File: src/rtl/ts4231_pulse_capture.sv
// TS4231 per-sensor pulse front end: synchronises e/d, measures each light
// pulse and queues {start timestamp, width, d-edge count, saturated} records
// behind a first-word-fall-through FIFO with a valid/ready output.
//
// state  | meaning
// -------+-----------------------------------------------------------
// IDLE   | no light; waiting for a rising edge of the synced envelope
// PULSE  | envelope active; width and d edges are being counted
module ts4231_pulse_capture #(
    parameter int TS_W       = 24,
    parameter int WIDTH_W    = 16,
    parameter int EDGE_W     = 8,
    parameter int MIN_WIDTH  = 4,
    parameter int FIFO_DEPTH = 4
) (
    input  logic               clk,
    input  logic               reset,
    input  logic               io_e,
    input  logic               io_d,
    input  logic [TS_W-1:0]    io_timestamp,
    output logic               io_pulse_valid,
    input  logic               io_pulse_ready,
    output logic [TS_W-1:0]    io_pulse_timestamp,
    output logic [WIDTH_W-1:0] io_pulse_width,
    output logic [EDGE_W-1:0]  io_pulse_edges,
    output logic               io_pulse_saturated,
    output logic               io_overflow
);

    localparam int PTR_W = $clog2(FIFO_DEPTH);
    localparam int REC_W = TS_W + WIDTH_W + EDGE_W + 1;
    localparam logic [WIDTH_W-1:0] WIDTH_MAX = {WIDTH_W{1'b1}};
    localparam logic [EDGE_W-1:0]  EDGE_MAX  = {EDGE_W{1'b1}};

    typedef enum logic {
        S_IDLE  = 1'b0,
        S_PULSE = 1'b1
    } state_t;

    state_t state, state_nxt;

    logic e_meta, e_sync, d_meta, d_sync, d_prev;
    logic env, env_prev, env_rise;
    logic [1:0] flush;
    logic armed;

    logic [TS_W-1:0]    start_ts;
    logic [WIDTH_W-1:0] width;
    logic [EDGE_W-1:0]  edges;
    logic               sat;

    logic pulse_end, push_req, push_ok, pop, full, empty;
    logic [PTR_W:0]     wr_ptr, rd_ptr;
    logic [REC_W-1:0]   mem [FIFO_DEPTH];
    logic [REC_W-1:0]   head;

    assign env = ~e_sync;

    // Two-flop synchronisers plus edge history. The pulse detector is only
    // armed once the synchronisers have flushed and the envelope has been
    // seen idle, so light already present at reset never opens a pulse.
    always_ff @(posedge clk) begin
        if (reset) begin
            e_meta   <= 1'b1;
            e_sync   <= 1'b1;
            d_meta   <= 1'b1;
            d_sync   <= 1'b1;
            d_prev   <= 1'b1;
            env_prev <= 1'b0;
            flush    <= 2'b00;
            armed    <= 1'b0;
        end else begin
            e_meta   <= io_e;
            e_sync   <= e_meta;
            d_meta   <= io_d;
            d_sync   <= d_meta;
            d_prev   <= d_sync;
            env_prev <= env;
            flush    <= {flush[0], 1'b1};
            if (flush[1] && !env)
                armed <= 1'b1;
        end
    end

    assign env_rise = armed & env & ~env_prev;

    // State register.
    always_ff @(posedge clk) begin
        if (reset)
            state <= S_IDLE;
        else
            state <= state_nxt;
    end

    // Next-state logic.
    always_comb begin
        state_nxt = state;
        case (state)
            S_IDLE:  if (env_rise) state_nxt = S_PULSE;
            S_PULSE: if (!env)     state_nxt = S_IDLE;
            default:               state_nxt = S_IDLE;
        endcase
    end

    // FSM outputs: end-of-pulse strobe and the qualified FIFO push request.
    always_comb begin
        pulse_end = 1'b0;
        push_req  = 1'b0;
        if (state == S_PULSE && !env) begin
            pulse_end = 1'b1;
            push_req  = (width >= WIDTH_W'(MIN_WIDTH));
        end
    end

    // Pulse measurement: capture on rising edge, count while active.
    always_ff @(posedge clk) begin
        if (reset) begin
            start_ts <= '0;
            width    <= '0;
            edges    <= '0;
            sat      <= 1'b0;
        end else if (state == S_IDLE && env_rise) begin
            start_ts <= io_timestamp;
            width    <= WIDTH_W'(1);
            edges    <= '0;
            sat      <= 1'b0;
        end else if (state == S_PULSE && env) begin
            if (width != WIDTH_MAX) begin
                width <= width + WIDTH_W'(1);
                if (width == WIDTH_MAX - WIDTH_W'(1))
                    sat <= 1'b1;
            end
            if (d_sync != d_prev && edges != EDGE_MAX) begin
                edges <= edges + EDGE_W'(1);
                if (edges == EDGE_MAX - EDGE_W'(1))
                    sat <= 1'b1;
            end
        end
    end

    assign empty   = (wr_ptr == rd_ptr);
    assign full    = (wr_ptr[PTR_W] != rd_ptr[PTR_W]) &&
                     (wr_ptr[PTR_W-1:0] == rd_ptr[PTR_W-1:0]);
    assign pop     = io_pulse_valid & io_pulse_ready;
    // A pop in the same cycle frees the slot, so a push into a full FIFO
    // is still accepted when the consumer is draining.
    assign push_ok = push_req & (~full | pop);

    // Record FIFO storage, pointers and sticky overflow flag.
    always_ff @(posedge clk) begin
        if (reset) begin
            wr_ptr      <= '0;
            rd_ptr      <= '0;
            io_overflow <= 1'b0;
            for (int i = 0; i < FIFO_DEPTH; i++)
                mem[i] <= '0;
        end else begin
            if (push_ok) begin
                mem[wr_ptr[PTR_W-1:0]] <= {start_ts, width, edges, sat};
                wr_ptr <= wr_ptr + (PTR_W+1)'(1);
            end
            if (pop)
                rd_ptr <= rd_ptr + (PTR_W+1)'(1);
            if (push_req && full && !pop)
                io_overflow <= 1'b1;
        end
    end

    assign head           = mem[rd_ptr[PTR_W-1:0]];
    assign io_pulse_valid = ~empty;
    assign {io_pulse_timestamp, io_pulse_width, io_pulse_edges, io_pulse_saturated} = head;

endmodule

File: config.mk
export PLATFORM = sky130hd
export DESIGN_NAME = ts4231_pulse_capture
export DESIGN_NICKNAME = d
export VERILOG_FILES = /design/src/rtl/ts4231_pulse_capture.sv
export SDC_FILE = /design/constraint.sdc
export NUM_CORES = 1
export LEC_CHECK = 0
export ABC_AREA = 0
export ABC_CLOCK_PERIOD_IN_PS = 7300
export CAP_MARGIN = 20
export CORE_UTILIZATION = 45
export CTS_CLUSTER_SIZE = 16
export DETAILED_ROUTE_END_ITERATION = 6
export GPL_TIMING_DRIVEN = 0
export MAX_ROUTING_LAYER = met4
export PLACE_DENSITY_LB_ADDON = 0.08
export SLEW_MARGIN = 20
export SYNTH_ARGS = -nofsm -noshare
export SYNTH_HDL_FRONTEND = slang
export SYNTH_SLANG_ARGS = --single-unit
File: constraint.sdc
create_clock -name clk -period 7.3 [get_ports clk]
set_input_delay 1.095 -clock clk [delete_from_list [all_inputs] [get_ports clk]]
set_output_delay 1.095 -clock clk [all_outputs]
set_load 0.02 [all_outputs]
==> results.toml, run 1 <==
[status]
status = "complete, no violations"

[timing]
slew_violations = 0
hold_violations = 0
report.final.setup_viol = 0
rsz0062_at_grt = "false"
finalCriticalPeriod_ns = 4.18
fmax_mhz = 239
finalCritPeriodShare_pct = 57.3
worst_slack_ns = 3.12
setup_tns_ns = 0
slew_headroom_pct = 45.4
holdWs_ns = 0.400
worst_slew_pin_slew_ns = 0.820
fin_skew_ns = 0.0171

[cells_and_area]
final_cell_mix = "edfxtp_1, nor2_1, nand2_1"
drive_gt1_share_pct = 17.8
multi_input_area_sq_um = 3770
layout_commonest_cell = "edfxtp_1"
final_net_count = 1031
area_growth_pct = 20.1
fillers = 2154
seq_area_sq_um = 7250
antenna_cells = 0
stdcell_area_sq_um = 13600

[global_routing]
gr-total-overflow = 0
antenna_found_initial = 0
grt_pass1_vias = 7131
grt_first_pass_wirelength_um = 40100
grt_max_degree = 31
track_usage_pct = 20.9

[synth]
synth_edf_count = 196
synth_top_area_cell = "edfxtp_1"
netlist.area_leader.share_pct = 52.0
netlist_top_cells_area = "edfxtp_1, dfxtp_1, mux4_2"
synth_nets = 916
synth_area_per_cell_sq_um = 12.9
ys_ff_latch = 264
ys.flop_type = "edfxtp_1"
syn_area_sq_um = 11300
ys_types = 46
postSynthCellCount = 880
yosysSeqAreaShare_pct = 64.0
yosysWarnings = 0
synthArstFlopShare_pct = 0

[placed_design]
gp_congestion = 0.844
place_area_sq_um = 12700
place_hpwl_um = 16200
portBuffers = 78
pre_cts_slack_ns = 3.35

[die]
die_w_um = 161
die_area_sq_um = 25800
core_sq_um = 24500
rows = 57
initial_core_util_pct = 46.1
io_pins = 80
chipHeight_um = 161

[clock_tree]
postCtsHoldBufs = 0
clockBufferDepth = 3
clkTransAtPathRegs_ns = 0.06
cts_buffers = 29
clock_latency_ns = 0.54
ctsResizeCount = 0
cts-root-buf = "clkbuf_16"
cts_sinks = 264
postCtsSetupBuffers = 0
cts_tree = "built"
cts.htree.levels = 1

[power_and_ir_drop]
leakagePower_nw = 4.23
ir_drop_v = 0.000182
pwr_density_cell_nw_per_um2 = 236
power.total_mw = 3.21

[worst_setup_path]
cp_data_required_time_ns = 6.20
cp_common_cell = "clkbuf_1"
crit_fanout = 10
worstPathArrival_ns = 3.09
r2r_end = "mem[2][13]$_SDFFCE_PN0P_"
worst_setup_path_start_kind = "flop"
cp-end-kind = "primary output"
cp-endpoint = "io_pulse_timestamp[14]"
reg2reg_from = "width[2]$_SDFFE_PP0P_"
reg2reg_slack_ns = 4.17
critical-path-slowest-cell = "clkbuf_1"
worstSetupPathType = "flop to primary output"
crit_chain = "clkbuf_1 > clkbuf_1 > mux4_2 > clkdlybuf4s50_1"
r2r_cells = 9
critPathMaxStageDelay_ns = 0.58

[detailed_routing]
firstDrtPassIters = 4
viasPerCell = 5.22
wirelength_um = 25000
ant_nets = 0
routed_wire_length_per_instance_um = 18.7
via_count = 7003
drc_errors = 0
drt-initial-drc-count = 513

[job]
maxCapViolCount = 0

[min_path]
hp-class = "flop to flop"
## critical path, delay by kind of cell, from the launching register on
| family | cells | cell delay, ns |
|---|---|---|
| flops | 1 | 0.41 |
| mux | 1 | 0.44 |
| buf+inv | 3 | 1.70 |
## cells in the mapped netlist, types with 5 or more instances
master    count
nor3_1        5
nor2_1      180
edfxtp_1    196
ha_1          7
dfxtp_1      68
nor2_4       31
nor2_2       18
nand2_1     119
or2_2         6
mux4_2       49
nand3_1      12
inv_1         6
nand4_1       9
clkbuf_1     43
buf_2        11
nor4_1        6
a21oi_1      36
o21ai_0       5
xnor2_1      17
## per-layer routing
metal	global-route usage (%)	part of all wire [%]	vias up
li1	-	-	3358
met1	28.9	46	3471
met2	33.1	48	147
met3	2.66	4.3	27
met4	4.46	1.3	0
met5	-	0	-
## power breakdown
group	switching, mW	total (mW)	leakage (nW)	internal (mW)
combinational	0.0717	0.126	1.24	0.0545
sequential	0.0118	1.66	2.54	1.65
clock	0.584	1.42	0.448	0.840
total	0.668	3.21	4.23	2.54
## layout make-up
cell class                 instances  share of cell area, %
sequential                       264                   53.3
buffer                            63                   2.31
timing repair buffer              84                   6.70
inverter                           7                  0.193
clock inverter                    16                   1.21
tap                              324                   2.98
multi-input combinational        546                   27.7
clock buffer                      38                   5.59
## cell families after synthesis
| logic type | count (synthesis) | synth area share (%) |
|---|---|---|
| and+or+nand+nor | 413 | 17.9 |
| DFF | 264 | 64.0 |
| buffers and inverters | 70 | 3.01 |
| AOI/OAI and AO/OA | 53 | 2.62 |
| muxes | 52 | 10.0 |
| xor gates and xnor gates | 21 | 1.62 |
| adders and majority gates | 7 | 0.774 |
## worst min-delay path by stage
stage | start | endpoint | slack [ns] | cells after the start
after CTS | e_meta$_SDFF_PP1_ | e_sync$_SDFF_PP1_ | 0.39 | 1
after global placement | d_meta$_SDFF_PP1_ | d_sync$_SDFF_PP1_ | 0.39 | 1
after detailed placement | e_meta$_SDFF_PP1_ | e_sync$_SDFF_PP1_ | 0.39 | 1
after global routing | d_meta$_SDFF_PP1_ | d_sync$_SDFF_PP1_ | 0.43 | 1
final | e_meta$_SDFF_PP1_ | e_sync$_SDFF_PP1_ | 0.40 | 1
after floorplan | d_meta$_SDFF_PP1_ | d_sync$_SDFF_PP1_ | 0.39 | 1
## registers in the layout, indices dropped and copies added (netlist names), named ones only
| signal | cells |
|---|---|
| d_meta | 1 |
| env_prev | 1 |
| start_ts | 24 |
| d_prev | 1 |
| e_sync | 1 |
| state | 1 |
| io_overflow | 1 |
| armed | 1 |
| wr_ptr | 3 |
| mem | 196 |
| width | 16 |
| d_sync | 1 |
| edges | 8 |
| rd_ptr | 3 |
| e_meta | 1 |
| sat | 1 |
| flush | 2 |
## metrics by stage
stage	util (%)	std cells
floorplan	-	880
global placement	51.0	1282
detailed placement	51.7	1288
CTS	55.4	1342
global route	55.4	1342
finish	55.4	1342
(Power assumes the default switching activity.)
==> run 2, diff against run 1 <==
--- a/config.mk
+++ b/config.mk
@@ -6,7 +6,7 @@
 export NUM_CORES = 1
 export LEC_CHECK = 0
 export ABC_AREA = 0
-export ABC_CLOCK_PERIOD_IN_PS = 7300
+export ABC_CLOCK_PERIOD_IN_PS = 3800
 export CAP_MARGIN = 20
 export CORE_UTILIZATION = 45
 export CTS_CLUSTER_SIZE = 16
==> constraint.sdc (replaced) <==
create_clock -name clk -period 3.8 [get_ports clk]
set_input_delay 0.57 -clock clk [delete_from_list [all_inputs] [get_ports clk]]
set_output_delay 0.57 -clock clk [all_outputs]
set_load 0.02 [all_outputs]
==> run 2 against run 1 <==
  * Count of clock-buffer cells in the layout increased by 4
  * Setup slack lost 2.9 ns
  * Combinational power grew 94%
  * Sequential power up 92%
  * Non-clock buffer count unchanged
  * Cell area up 0.43%
  * Cell count unchanged
  * Hold slack gained 0.0078 ns
  * Total power up 96%
  * Critical path depth rose by 1
  * Largest cell class unchanged
==> results.toml, run 2 (synthesis gave the netlist of run 1 again) <==
[placed_design]
gp_congestion = 0.833
place_inst = 1288
place_hpwl_um = 16400
pre_cts_slack_ns = 0.438
place_area_sq_um = 12700
portBuffers = 78

[power_and_ir_drop]
leakagePower_nw = 4.26
ir_drop_v = 0.000369
pwr_density_cell_nw_per_um2 = 462

[detailed_routing]
routed_wire_length_per_instance_um = 18.7
viasPerCell = 5.21
wirelength_um = 25100
firstDrtPassIters = 5
via_count = 6997
drt-initial-drc-count = 453
ant_nets = 0
drc_errors = 0

[clock_tree]
cts_buffers = 29
postCtsSetupBuffers = 0
clockBufferDepth = 3
clkTransAtPathRegs_ns = 0.06
cts.htree.levels = 1
cts_tree = "built"
clock_latency_ns = 0.55
cts_sinks = 264
cts-root-buf = "clkbuf_16"

[worst_setup_path]
crit_family = "buffers and inverters"
worst_setup_path_start_kind = "flop"
critPathMaxStageDelay_ns = 0.58
cp-end-kind = "primary output"
cp_data_required_time_ns = 3.23
crit_fanout = 10
crit_chain = "clkbuf_1 > buf_2 > buf_2 > mux4_2 > clkdlybuf4s50_1"
critical-path-slowest-cell = "mux4_2"
cp_common_cell = "buf_2"
crit_buf_inv = 4
worstPathArrival_ns = 2.99
worstSetupPathType = "flop to primary output"
reg2reg_slack_ns = 0.69

[status]
status = "complete, no violations"

[timing]
worst_slack_ns = 0.245
report.final.setup_viol = 0
fin_skew_ns = 0.0213
finalCritPeriodShare_pct = 93.6
hold_violations = 0
worst_slew_pin_slew_ns = 0.833
rsz0062_at_grt = "false"
slew_headroom_pct = 44.5
finalCriticalPeriod_ns = 3.56
fmax_mhz = 281
setup_tns_ns = 0
slew_violations = 0
holdWs_ns = 0.407

[cells_and_area]
stdcell_area_sq_um = 13700
largest_register_ffs = 196
antenna_cells = 0
top_register = "mem"
final_net_count = 1031
area_growth_pct = 20.6
final_cell_mix = "edfxtp_1, nor2_1, nand2_1"
drive_gt1_share_pct = 17.8
layout_commonest_cell = "edfxtp_1"
reg_top3 = "mem x196, start_ts x24, width x16"
fin_cells = 1342
fillers = 2149

[die]
core_sq_um = 24500
io_pins = 80
initial_core_util_pct = 46.1
die_area_sq_um = 25800
rows = 57
chipHeight_um = 161
die_w_um = 161

[global_routing]
antenna_found_initial = 0
gr-total-overflow = 0
grt_first_pass_wirelength_um = 40900
track_usage_pct = 21.2
use_met2_pct = 33.1
met3_usage_pct = 2.74
grt_pass1_vias = 7298
grt_max_degree = 34
met1_usage_pct = 30.0
grt_busiest_layer = "met2"

[min_path]
hp-class = "flop to flop"

[job]
maxCapViolCount = 0
run 2: report_power, final:
group / switching, mW / internal [mW] / total (mW)
registers: 0.0222 / 3.17 / 3.19
logic: 0.138 / 0.106 / 0.244
clock network: 1.13 / 1.74 / 2.87
run 2: worst paths after layout:
check,end,depth (start not counted),from
min reg2reg,d_sync$_SDFF_PP1_,1,d_meta$_SDFF_PP1_
max,io_pulse_timestamp[17],5,flop
min,d_sync$_SDFF_PP1_,1,d_meta$_SDFF_PP1_
max reg2reg,mem[2][20]$_SDFFCE_PN0P_,9,width[2]$_SDFFE_PP0P_
run 2: layout make-up:
cell class	instances	area [sq um]	area share (%)
tap	324	405	2.97
inverter	7	26.3	0.192
clock inverter	12	164	1.20
sequential	264	7250	53.1
clock buffer	42	805	5.89
buffer	63	315	2.31
multi-input combinational	546	3770	27.6
timing repair buffer	84	923	6.76
run 2: what timing repair did:
action,CTS,global route
hold endpoints to repair,0,0
setup endpoints to repair,0,8
gates resized for setup,0,2
hold buffers,0,0
run 2: routing by layer:
metal	vias up	routed length [um]
li1	3357	-
met1	3462	11600
met5	-	0
met4	0	274
met2	156	12100
met3	22	1160
run 2: through the flow:
step / util (%) / total power, mW
after global routing: 55.7 / 6.48
final: 55.7 / 6.30
after CTS: 55.7 / 6.34
after global placement: 51.0 / 3.49
after detailed placement: 51.7 / 3.50
after floorplan: - / 3.36
==> run 3, diff against run 2 <==
--- a/config.mk
+++ b/config.mk
@@ -14,7 +14,7 @@
 export GPL_TIMING_DRIVEN = 0
 export MAX_ROUTING_LAYER = met4
 export PLACE_DENSITY_LB_ADDON = 0.08
-export SLEW_MARGIN = 20
+export SLEW_MARGIN = 0
 export SYNTH_ARGS = -nofsm -noshare
 export SYNTH_HDL_FRONTEND = slang
 export SYNTH_SLANG_ARGS = --single-unit
==> run 3 against run 2 <==
  * Critical path depth unchanged
  * Wire length is 0.41% higher
  * Flip-flop and latch count is the same
  * Highest routed layer unchanged
  * Register-to-register slack worse by 0.18 ns
  * Sequential power is essentially flat
  * Largest power group unchanged
  * Die area unchanged
  * Total power down 0.12%
  * Count of clock-buffer cells in the layout shrank 7
==> results.toml, run 3 (synthesis gave the netlist of run 1 again) <==
[worst_setup_path]
cp_data_required_time_ns = 3.23
crit_chain = "clkbuf_1 > buf_2 > buf_2 > mux4_2 > clkdlybuf4s50_1"
critical-path-slowest-cell = "mux4_2"
crit_fanout = 10
worstPathArrival_ns = 3.01
cp-end-kind = "primary output"
r2r_cells = 8
worstSetupPathType = "flop to primary output"
cp_common_cell = "buf_2"
worst_setup_path_start_kind = "flop"
critPathMaxStageDelay_ns = 0.58

[power_and_ir_drop]
power.total_mw = 6.30
ir_drop_v = 0.000363
leakagePower_nw = 4.23
pwr_density_cell_nw_per_um2 = 464

[timing]
slew_violations = 0
report.final.setup_viol = 0
rsz0062_at_grt = "false"
worst_slack_ns = 0.218
setup_tns_ns = 0
finalCritPeriodShare_pct = 94.3
fmax_mhz = 279
worst_slew_pin_slew_ns = 0.820
hold_violations = 0
finalCriticalPeriod_ns = 3.58
slew_headroom_pct = 45.4
fin_skew_ns = 0.0159

[cells_and_area]
final_net_count = 1027
final_cell_mix = "edfxtp_1, nor2_1, nand2_1"
layout_commonest_cell = "edfxtp_1"
reg_top3 = "mem x196, start_ts x24, width x16"
fillers = 2142
area_growth_pct = 19.9
fin_util_pct = 55.3
top_register = "mem"
drive_gt1_share_pct = 18.0
fin_cells = 1337
antenna_cells = 0
largest_register_ffs = 196

[min_path]
min_path_cells = 1
hp-class = "flop to flop"

[status]
status = "complete, no violations"

[placed_design]
place_hpwl_um = 16000
place_inst = 1285
pre_cts_slack_ns = 0.273
gp_congestion = 0.833
portBuffers = 78

[detailed_routing]
via_count = 6973
wirelength_um = 25200
drt-initial-drc-count = 472
ant_nets = 0
viasPerCell = 5.22
firstDrtPassIters = 5
routed_wire_length_per_instance_um = 18.9
drc_errors = 0

[clock_tree]
cts_sinks = 264
cts_tree = "built"
clkTransAtPathRegs_ns = 0.06
cts.htree.levels = 1
postCtsHoldBufs = 0
clockBufferDepth = 3
postCtsSetupBuffers = 0
ctsResizeCount = 0
clock_latency_ns = 0.55
cts_buffers = 28
cts-root-buf = "clkbuf_16"

[global_routing]
grt_pass1_vias = 7283
grt_first_pass_wirelength_um = 40700
gr-total-overflow = 0
grt_max_degree = 50
antenna_found_initial = 0
track_usage_pct = 21.2

[die]
die_area_sq_um = 25800
chipHeight_um = 161
die_w_um = 161
rows = 57
core_sq_um = 24500
initial_core_util_pct = 46.1
io_pins = 80

[job]
maxCapViolCount = 0
## run 3: path summary, 6_finish.rpt
kind                                    to                  start  slack, ns
setup / recovery    io_pulse_timestamp[17]                   flop       0.22
hold / removal           e_sync$_SDFF_PP1_      e_meta$_SDFF_PP1_       0.41
setup reg to reg  mem[2][15]$_SDFFCE_PN0P_  width[2]$_SDFFE_PP0P_       0.51
hold reg to reg          e_sync$_SDFF_PP1_      e_meta$_SDFF_PP1_       0.41
## run 3: layer usage
layer / track usage (%) / wire, um / up-vias
li1: - / - / 3343
met1: 29.4 / 11400 / 3445
met2: 33.6 / 12300 / 140
met3: 2.40 / 1050 / 45
met4: 4.85 / 499 / 0
met5: - / 0 / -
## run 3: power breakdown
| part | internal (mW) | switching, mW | leakage, nW | total [mW] |
|---|---|---|---|---|
| Clock | 1.75 | 1.12 | 0.480 | 2.87 |
| Sequential | 3.17 | 0.0223 | 2.54 | 3.19 |
| Combinational | 0.0981 | 0.136 | 1.21 | 0.234 |
## run 3: area by class of cell
cell class	instances	area, sq um	area share, %
clock buffers	35	758	5.59
clock inverters	17	210	1.55
repair buffers	81	848	6.25
plain buffers	63	315	2.32
well taps	324	405	2.99
multi-input cells	546	3760	27.7
inverters	7	26.3	0.194
flip-flops and latches	264	7250	53.4
## run 3: metrics by stage
stage / hold WS (ns) / area [sq um]
after floorplan: 0.389 / 11300
after global placement: 0.398 / 12500
after detailed placement: 0.399 / 12600
after CTS: 0.419 / 13600
after global routing: 0.436 / 13600
final: 0.414 / 13600
## run 3: worst max-delay path: cells and delay by family, from the launching register on
family,cells,cell delay [ns]
buf+inv,4,1.57
flops,1,0.31
mux,1,0.58
